$ cat src/rtl/mux16x1_bus_pkg.sv
`default_nettype none
// ============================================================================
// Module      : mux_bus_pkg
// Description : Shared constants and types for the 16-to-1 bus multiplexer.
// Revision    : 1.0 - initial release
// ============================================================================
package mux_bus_pkg;

    // Width of the select index
    localparam int SEL_W  = 4;

    // Number of selectable sources
    localparam int NUM_IN = 16;

    // Default data bus width
    localparam int DATA_W = 3;

    // Select index type
    typedef logic [SEL_W-1:0] sel_t;

endpackage : mux_bus_pkg
`default_nettype wire

$ cat src/rtl/mux16x1_comb.sv
`default_nettype none
// ============================================================================
// Module      : mux16x1_comb
// Description : Unregistered 16-way data selector. S is fully decoded as a
//               parallel case; no priority chain is implied.
// Revision    : 1.0 - initial release
// ============================================================================
module mux16x1_comb
    import mux_bus_pkg::*;
#(
    parameter int WIDTH = DATA_W
) (
    input  sel_t             S,
    input  logic [WIDTH-1:0] D0,
    input  logic [WIDTH-1:0] D1,
    input  logic [WIDTH-1:0] D2,
    input  logic [WIDTH-1:0] D3,
    input  logic [WIDTH-1:0] D4,
    input  logic [WIDTH-1:0] D5,
    input  logic [WIDTH-1:0] D6,
    input  logic [WIDTH-1:0] D7,
    input  logic [WIDTH-1:0] D8,
    input  logic [WIDTH-1:0] D9,
    input  logic [WIDTH-1:0] D10,
    input  logic [WIDTH-1:0] D11,
    input  logic [WIDTH-1:0] D12,
    input  logic [WIDTH-1:0] D13,
    input  logic [WIDTH-1:0] D14,
    input  logic [WIDTH-1:0] D15,
    output logic [WIDTH-1:0] Y
);

    // Parallel decode of all sixteen codes; an unknown select yields X
    always_comb begin
        Y = '0;
        unique case (S)
            4'd0:    Y = D0;
            4'd1:    Y = D1;
            4'd2:    Y = D2;
            4'd3:    Y = D3;
            4'd4:    Y = D4;
            4'd5:    Y = D5;
            4'd6:    Y = D6;
            4'd7:    Y = D7;
            4'd8:    Y = D8;
            4'd9:    Y = D9;
            4'd10:   Y = D10;
            4'd11:   Y = D11;
            4'd12:   Y = D12;
            4'd13:   Y = D13;
            4'd14:   Y = D14;
            4'd15:   Y = D15;
            default: Y = 'x;
        endcase
    end

endmodule : mux16x1_comb
`default_nettype wire

$ cat src/rtl/mux16x1_bus.sv
`default_nettype none
// ============================================================================
// Module      : mux16x1_bus
// Description : 16-to-1 WIDTH-bit bus multiplexer with a registered output,
//               load enable and a valid flag. One cycle from sample to Y.
// Revision    : 1.0 - initial release
// ============================================================================
module mux16x1_bus
    import mux_bus_pkg::*;
#(
    parameter int WIDTH = DATA_W
) (
    input  logic             clk,
    input  logic             rst_n,
    input  logic             en,
    input  sel_t             S,
    input  logic [WIDTH-1:0] D0,
    input  logic [WIDTH-1:0] D1,
    input  logic [WIDTH-1:0] D2,
    input  logic [WIDTH-1:0] D3,
    input  logic [WIDTH-1:0] D4,
    input  logic [WIDTH-1:0] D5,
    input  logic [WIDTH-1:0] D6,
    input  logic [WIDTH-1:0] D7,
    input  logic [WIDTH-1:0] D8,
    input  logic [WIDTH-1:0] D9,
    input  logic [WIDTH-1:0] D10,
    input  logic [WIDTH-1:0] D11,
    input  logic [WIDTH-1:0] D12,
    input  logic [WIDTH-1:0] D13,
    input  logic [WIDTH-1:0] D14,
    input  logic [WIDTH-1:0] D15,
    output logic [WIDTH-1:0] Y,
    output logic             y_valid
);

    logic [WIDTH-1:0] w_sel;
    logic [WIDTH-1:0] r_y;
    logic             r_valid;

    mux16x1_comb #(
        .WIDTH (WIDTH)
    ) u_comb (
        .S   (S),
        .D0  (D0),
        .D1  (D1),
        .D2  (D2),
        .D3  (D3),
        .D4  (D4),
        .D5  (D5),
        .D6  (D6),
        .D7  (D7),
        .D8  (D8),
        .D9  (D9),
        .D10 (D10),
        .D11 (D11),
        .D12 (D12),
        .D13 (D13),
        .D14 (D14),
        .D15 (D15),
        .Y   (w_sel)
    );

    // Output stage: reset wins over load, load captures the selection, else hold
    always_ff @(posedge clk) begin
        if (!rst_n) begin
            r_y     <= '0;
            r_valid <= 1'b0;
        end else if (en) begin
            r_y     <= w_sel;
            r_valid <= 1'b1;
        end
    end

    assign Y       = r_y;
    assign y_valid = r_valid;

endmodule : mux16x1_bus
`default_nettype wire

$ cat config.mk
export PLATFORM = sky130hd
export DESIGN_NAME = mux16x1_bus
export DESIGN_NICKNAME = d
export VERILOG_FILES = /design/src/rtl/mux16x1_bus_pkg.sv /design/src/rtl/mux16x1_comb.sv /design/src/rtl/mux16x1_bus.sv
export SDC_FILE = /design/constraint.sdc
export NUM_CORES = 1
export LEC_CHECK = 0
export ABC_AREA = 0
export CORE_MARGIN = 4
export CORE_UTILIZATION = 34
export CTS_BUF_LIST = sky130_fd_sc_hd__clkbuf_2 sky130_fd_sc_hd__clkbuf_4 sky130_fd_sc_hd__clkbuf_8
export DETAILED_ROUTE_END_ITERATION = 16
export HOLD_SLACK_MARGIN = 0.03
export PLACE_DENSITY_LB_ADDON = 0.25
export SLEW_MARGIN = 20
export SYNTH_ARGS = -nofsm -noshare
export SYNTH_HDL_FRONTEND = slang
export SYNTH_SLANG_ARGS = --single-unit
$ cat constraint.sdc
create_clock -name clk -period 1.65 [get_ports clk]
set_input_delay 0.33 -clock clk [delete_from_list [all_inputs] [get_ports clk]]
set_output_delay 0.33 -clock clk [all_outputs]
set_load 0.01 [all_outputs]
# Word level (Yosys, flattened, before mapping)
# Index checks and enable logic that the tools add are counted.
# classes
mux	1
n_eq_ne	15
reduce_logical	1
# ops
operator	count
$pmux 3 s16	1
$eq 4x4->1 const B	8
$eq 4x3->1 const B	4
$eq 4x2->1 const B	2
$eq 4x1->1 const B	1
$logic_not 4->1	1
# word_totals
wordCells	19
register_bits	4
out_inout_bits	4

# Depth between registers and ports, before layout
# depth
ltp_word	2
mapped_depth	7

# Hierarchy
# Synthesis repeated with hierarchy kept, for this count alone.
# unflattened
hier_cells	95
area_unflattened_um2	738.2
# by_module_without_submodules
module	instances	cells_per_inst	area_each_um2
mux16x1_comb	1	84	601.8
mux16x1_bus	1	11	136.4

# Least setup slack after synthesis
# Ideal clock, no wire load.
# synth_timing
path_type	input port to flip-flop
from	input port S[2]
to	register r_y[0], in the netlist Y[0]
t_arrival_ns	1.211
setup_ns	0.126
path_slack_ns	0.313
n_path_buf	1
cell_stages	4
cell_sequence	buf_4 or3_4 o311ai_0 o2bb2ai_1
# synth_between
elab_chain_cells	2
word_cells_on_any_way	17
cone_classes	eq/ne: 15; mux: 1; reduce/logical: 1
# synth_lines
item	line_no	text
start, declared	mux16x1_bus.sv:16	input sel_t S,
$eq 4x4->1 (tied with other cells)	mux16x1_comb.sv:36	unique case (S)
$pmux 3 s16 (*)	mux16x1_comb.sv:36	
end signal, assigned	mux16x1_bus.sv:70	r_y <= w_sel;
end, declared	mux16x1_bus.sv:38	logic [WIDTH-1:0] r_y;
# Every way passes the cells marked *; elsewhere a longest branch is shown, timed or not.
# A chain may end at the register's enable or synchronous reset.

# Worst setup path in the final report
# layout_timing
from	register r_y[1], in the netlist Y[1]
to	output port Y[1]
# layout_rtl
item	line_no	text
end, declared	mux16x1_bus.sv:33	output logic [WIDTH-1:0] Y,
# No word-level cell between the ends.

==> flow_summary_export.csv <==
group,metric,value,unit
timing,final.setup.tns,0,ns
critical_path,r2r-start,"Y[1]",
critical_path,crit_chain,"clkdlybuf4s50_1",
critical_path,cp_max_fo,3,
cts,tritoncts,"done",
min_path,min_path_cells,1,
timing,min_period_over_period,89.4,%
synth,synthTopCellsByCount,"9 x nand2_1, 6 x inv_1, 6 x mux2i_1",
floorplan,core,2040,µm²
power_and_ir_drop,cellPowerDensity,384,nW/µm²
timing,hold_viol,0,
timing,drv_slew,0,
synth,synth_area_leaders,"dfxtp_1 10%, mux2i_1 7.8%, buf_12 5.2%, nand2_1 4.4%, buf_6 4.4%",
floorplan,rows,16,
floorplan,start_util,37.6,%
critical_path,startpoint_type,"register",
floorplan,fp.dieW,55.5,µm
synth,synth_most_common_cell,"nand2_1",
cts,cts_made_buffers,3,
critical_path,cp_num_cells,1,
placed_design,dp_hpwl,2.20,mm
cells_and_area,final_layout_size_suffix_gt1_share,16.7,%
power_and_ir_drop,ir_drop,299,µV
critical_path,max_stage_delay,0.56,ns
synth,synth_cells,99,
cts,clkSlewWorstSetupHoldPaths,0.04,ns
cts,root_buffer,"clkbuf_4",
min_path,hold_path.class,"reg -> reg",
placed_design,detailedPlace.worstSlack,-0.300,ns
route,routed_via_density,5.42,
cells_and_area,nets,225,
critical_path,r2r-end,"Y[1]",
timing,fin_ws,0.175,ns
flow_run,drv_cap,0,
route,drtIter0Drc,9,
timing,timing.hold.ws,0.448,ns
critical_path,cp-end-kind,"output port",
critical_path,crit_family,"buffers and inverters",
timing,setup-violations-final,0,
cts,clk_latency,0.24,ns
synth,yosysTopAreaCellShare,10.4,%
route,drtAntennaViolNets,0,
critical_path,rrSetupSlack,0.88,ns
synth,ys_seq_area_share,10.4,%
timing,worst_pin_slew,0.304,ns
grt,grt_max_degree,14,
cts,clock_path_buffers,2,
floorplan,die_area,3080,µm²
synth,synth_nets,154,
cts,h-tree-depth,1,
critical_path,cp_data_required_time,1.32,ns
synth,yosys_register_bits,4,
synth,postSynthAreaPerCell,7.75,µm²
power_and_ir_drop,p_total,0.000560,W
min_path,min_from,"y_valid",
critical_path,crit_slowest_cell,"clkdlybuf4s50_1",
grt,grt_usage,17.3,%
timing,grt_setup_unrepaired,"no",
min_path,worstHoldEndpoint,"y_valid",
cts,cts_num_sinks,4,
cells_and_area,antenna_cells,0,
outcome,outcome,"complete, no violations",
timing,layout_min_cycle_time,1.48,ns
cts,ctsHoldBuffers,0,
synth,netlist.top_cell.by_area,"dfxtp_1",
power_and_ir_drop,leakage,0.590,nW
route,vias,1056,
synth,ys.flop_type,"dfxtp_1",
grt,antenna_found_initial,0,
grt,grt_pass1_vias,1036,
cells_and_area,design_area,1460,µm²
grt,overflow,0,
synth,synth_edf_count,0,
cells_and_area,area.growth.synth_to_final,89.9,%
timing,maxSlewHeadroom,79.6,%
critical_path,critPathKind,"reg -> out",
grt,grt_pass1_wl,4.41,mm
floorplan,num_io_pins,59,
route,wirelength,2.73,mm
timing,max_freq,0.678,GHz
synth,ys_async_sr_fraction,0,%
critical_path,crit_arrival,1.15,ns
placed_design,port_buffers,58,
placed_design,place.gp.congestion,0.829,
route,dr.pass1.iters,4,
floorplan,fp.dieH,55.5,µm
route,routedWlPerCell,14.0,µm
critical_path,path_buf_inv,1,
route,drc_errors,0,
timing,clock_skew,0,ns
synth,synth.distinct_cells,44,
synth,yosys_warnings,0,
synth,synth_area,767,µm²
placed_design,dpl_cell_area,1400,µm²
critical_path,r2r_cells,3,
[placed cells by master, fill, tap and decap left out, types with 4 or more instances in the layout]
master / count
nand3_1: 4
mux2i_1: 5
o21ai_0: 4
nand4_1: 4
clkdlybuf4s50_1: 54
nand2_1: 9
dfxtp_1: 4
inv_1: 6
buf_4: 15
[stage by stage]
| stage | instances | util (%) |
|---|---|---|
| 2_1_floorplan | 99 | - |
| 3_3_place_gp | 190 | 68.7 |
| 3_5_place_dp | 190 | 68.7 |
| 4_1_cts | 195 | 70.6 |
| 5_1_grt | 195 | 71.3 |
| 6_report | 195 | 71.3 |
[layout make-up]
| class | count | area (µm²) |
|---|---|---|
| Timing Repair Buffer | 77 | 731 |
| Fill cell | 171 | 586 |
| Multi-Input combinational cell | 78 | 567 |
| Sequential cell | 4 | 80.1 |
| Tap cell | 27 | 33.8 |
| Clock buffer | 3 | 22.5 |
| Inverter | 6 | 22.5 |
[routing by layer]
layer  global-route usage [%]  part of all wire (%)  wire length, µm
met1                     18.6                    41             1130
met4                     5.21                   1.3               35
met2                     32.8                    52             1410
met5                        0                     0                0
met3                     3.96                   5.4              148
[sequential cells by signal, indices dropped and copies added, names as in the netlist]
name / count
Y: 3
y_valid: 1
[where the power goes]
group	total, W	internal, W	switching [W]
clock	0.000127	0.0000817	0.0000457
sequential	0.000110	0.000105	0.00000454
combinational	0.000322	0.000211	0.000112
[timing repair]
action	CTS	global route
setup buffers	1	0
resized for setup	7	4
setup endpoints to repair	3	3
pin swaps	1	1
gates cloned	1	0
[cells by family after synthesis]
family	after synthesis	synth area share (%)
simple gates	34	26.6
buf+inv	17	16.8
flops	4	10.4
mux	9	12.7
compound gates	35	33.4
[how the worst max path moves through the flow]
stage	start	to	slack [ns]
finish	Y[1]	Y[1]	0.17
CTS	S[2]	Y[1]	0.01
global route	S[3]	Y[1]	0.1
floorplan	S[2]	Y[0]	0.31
global placement	S[3]	Y[1]	-0.28
detailed placement	S[1]	Y[1]	-0.30
Power figures use the tool's default switching activity.
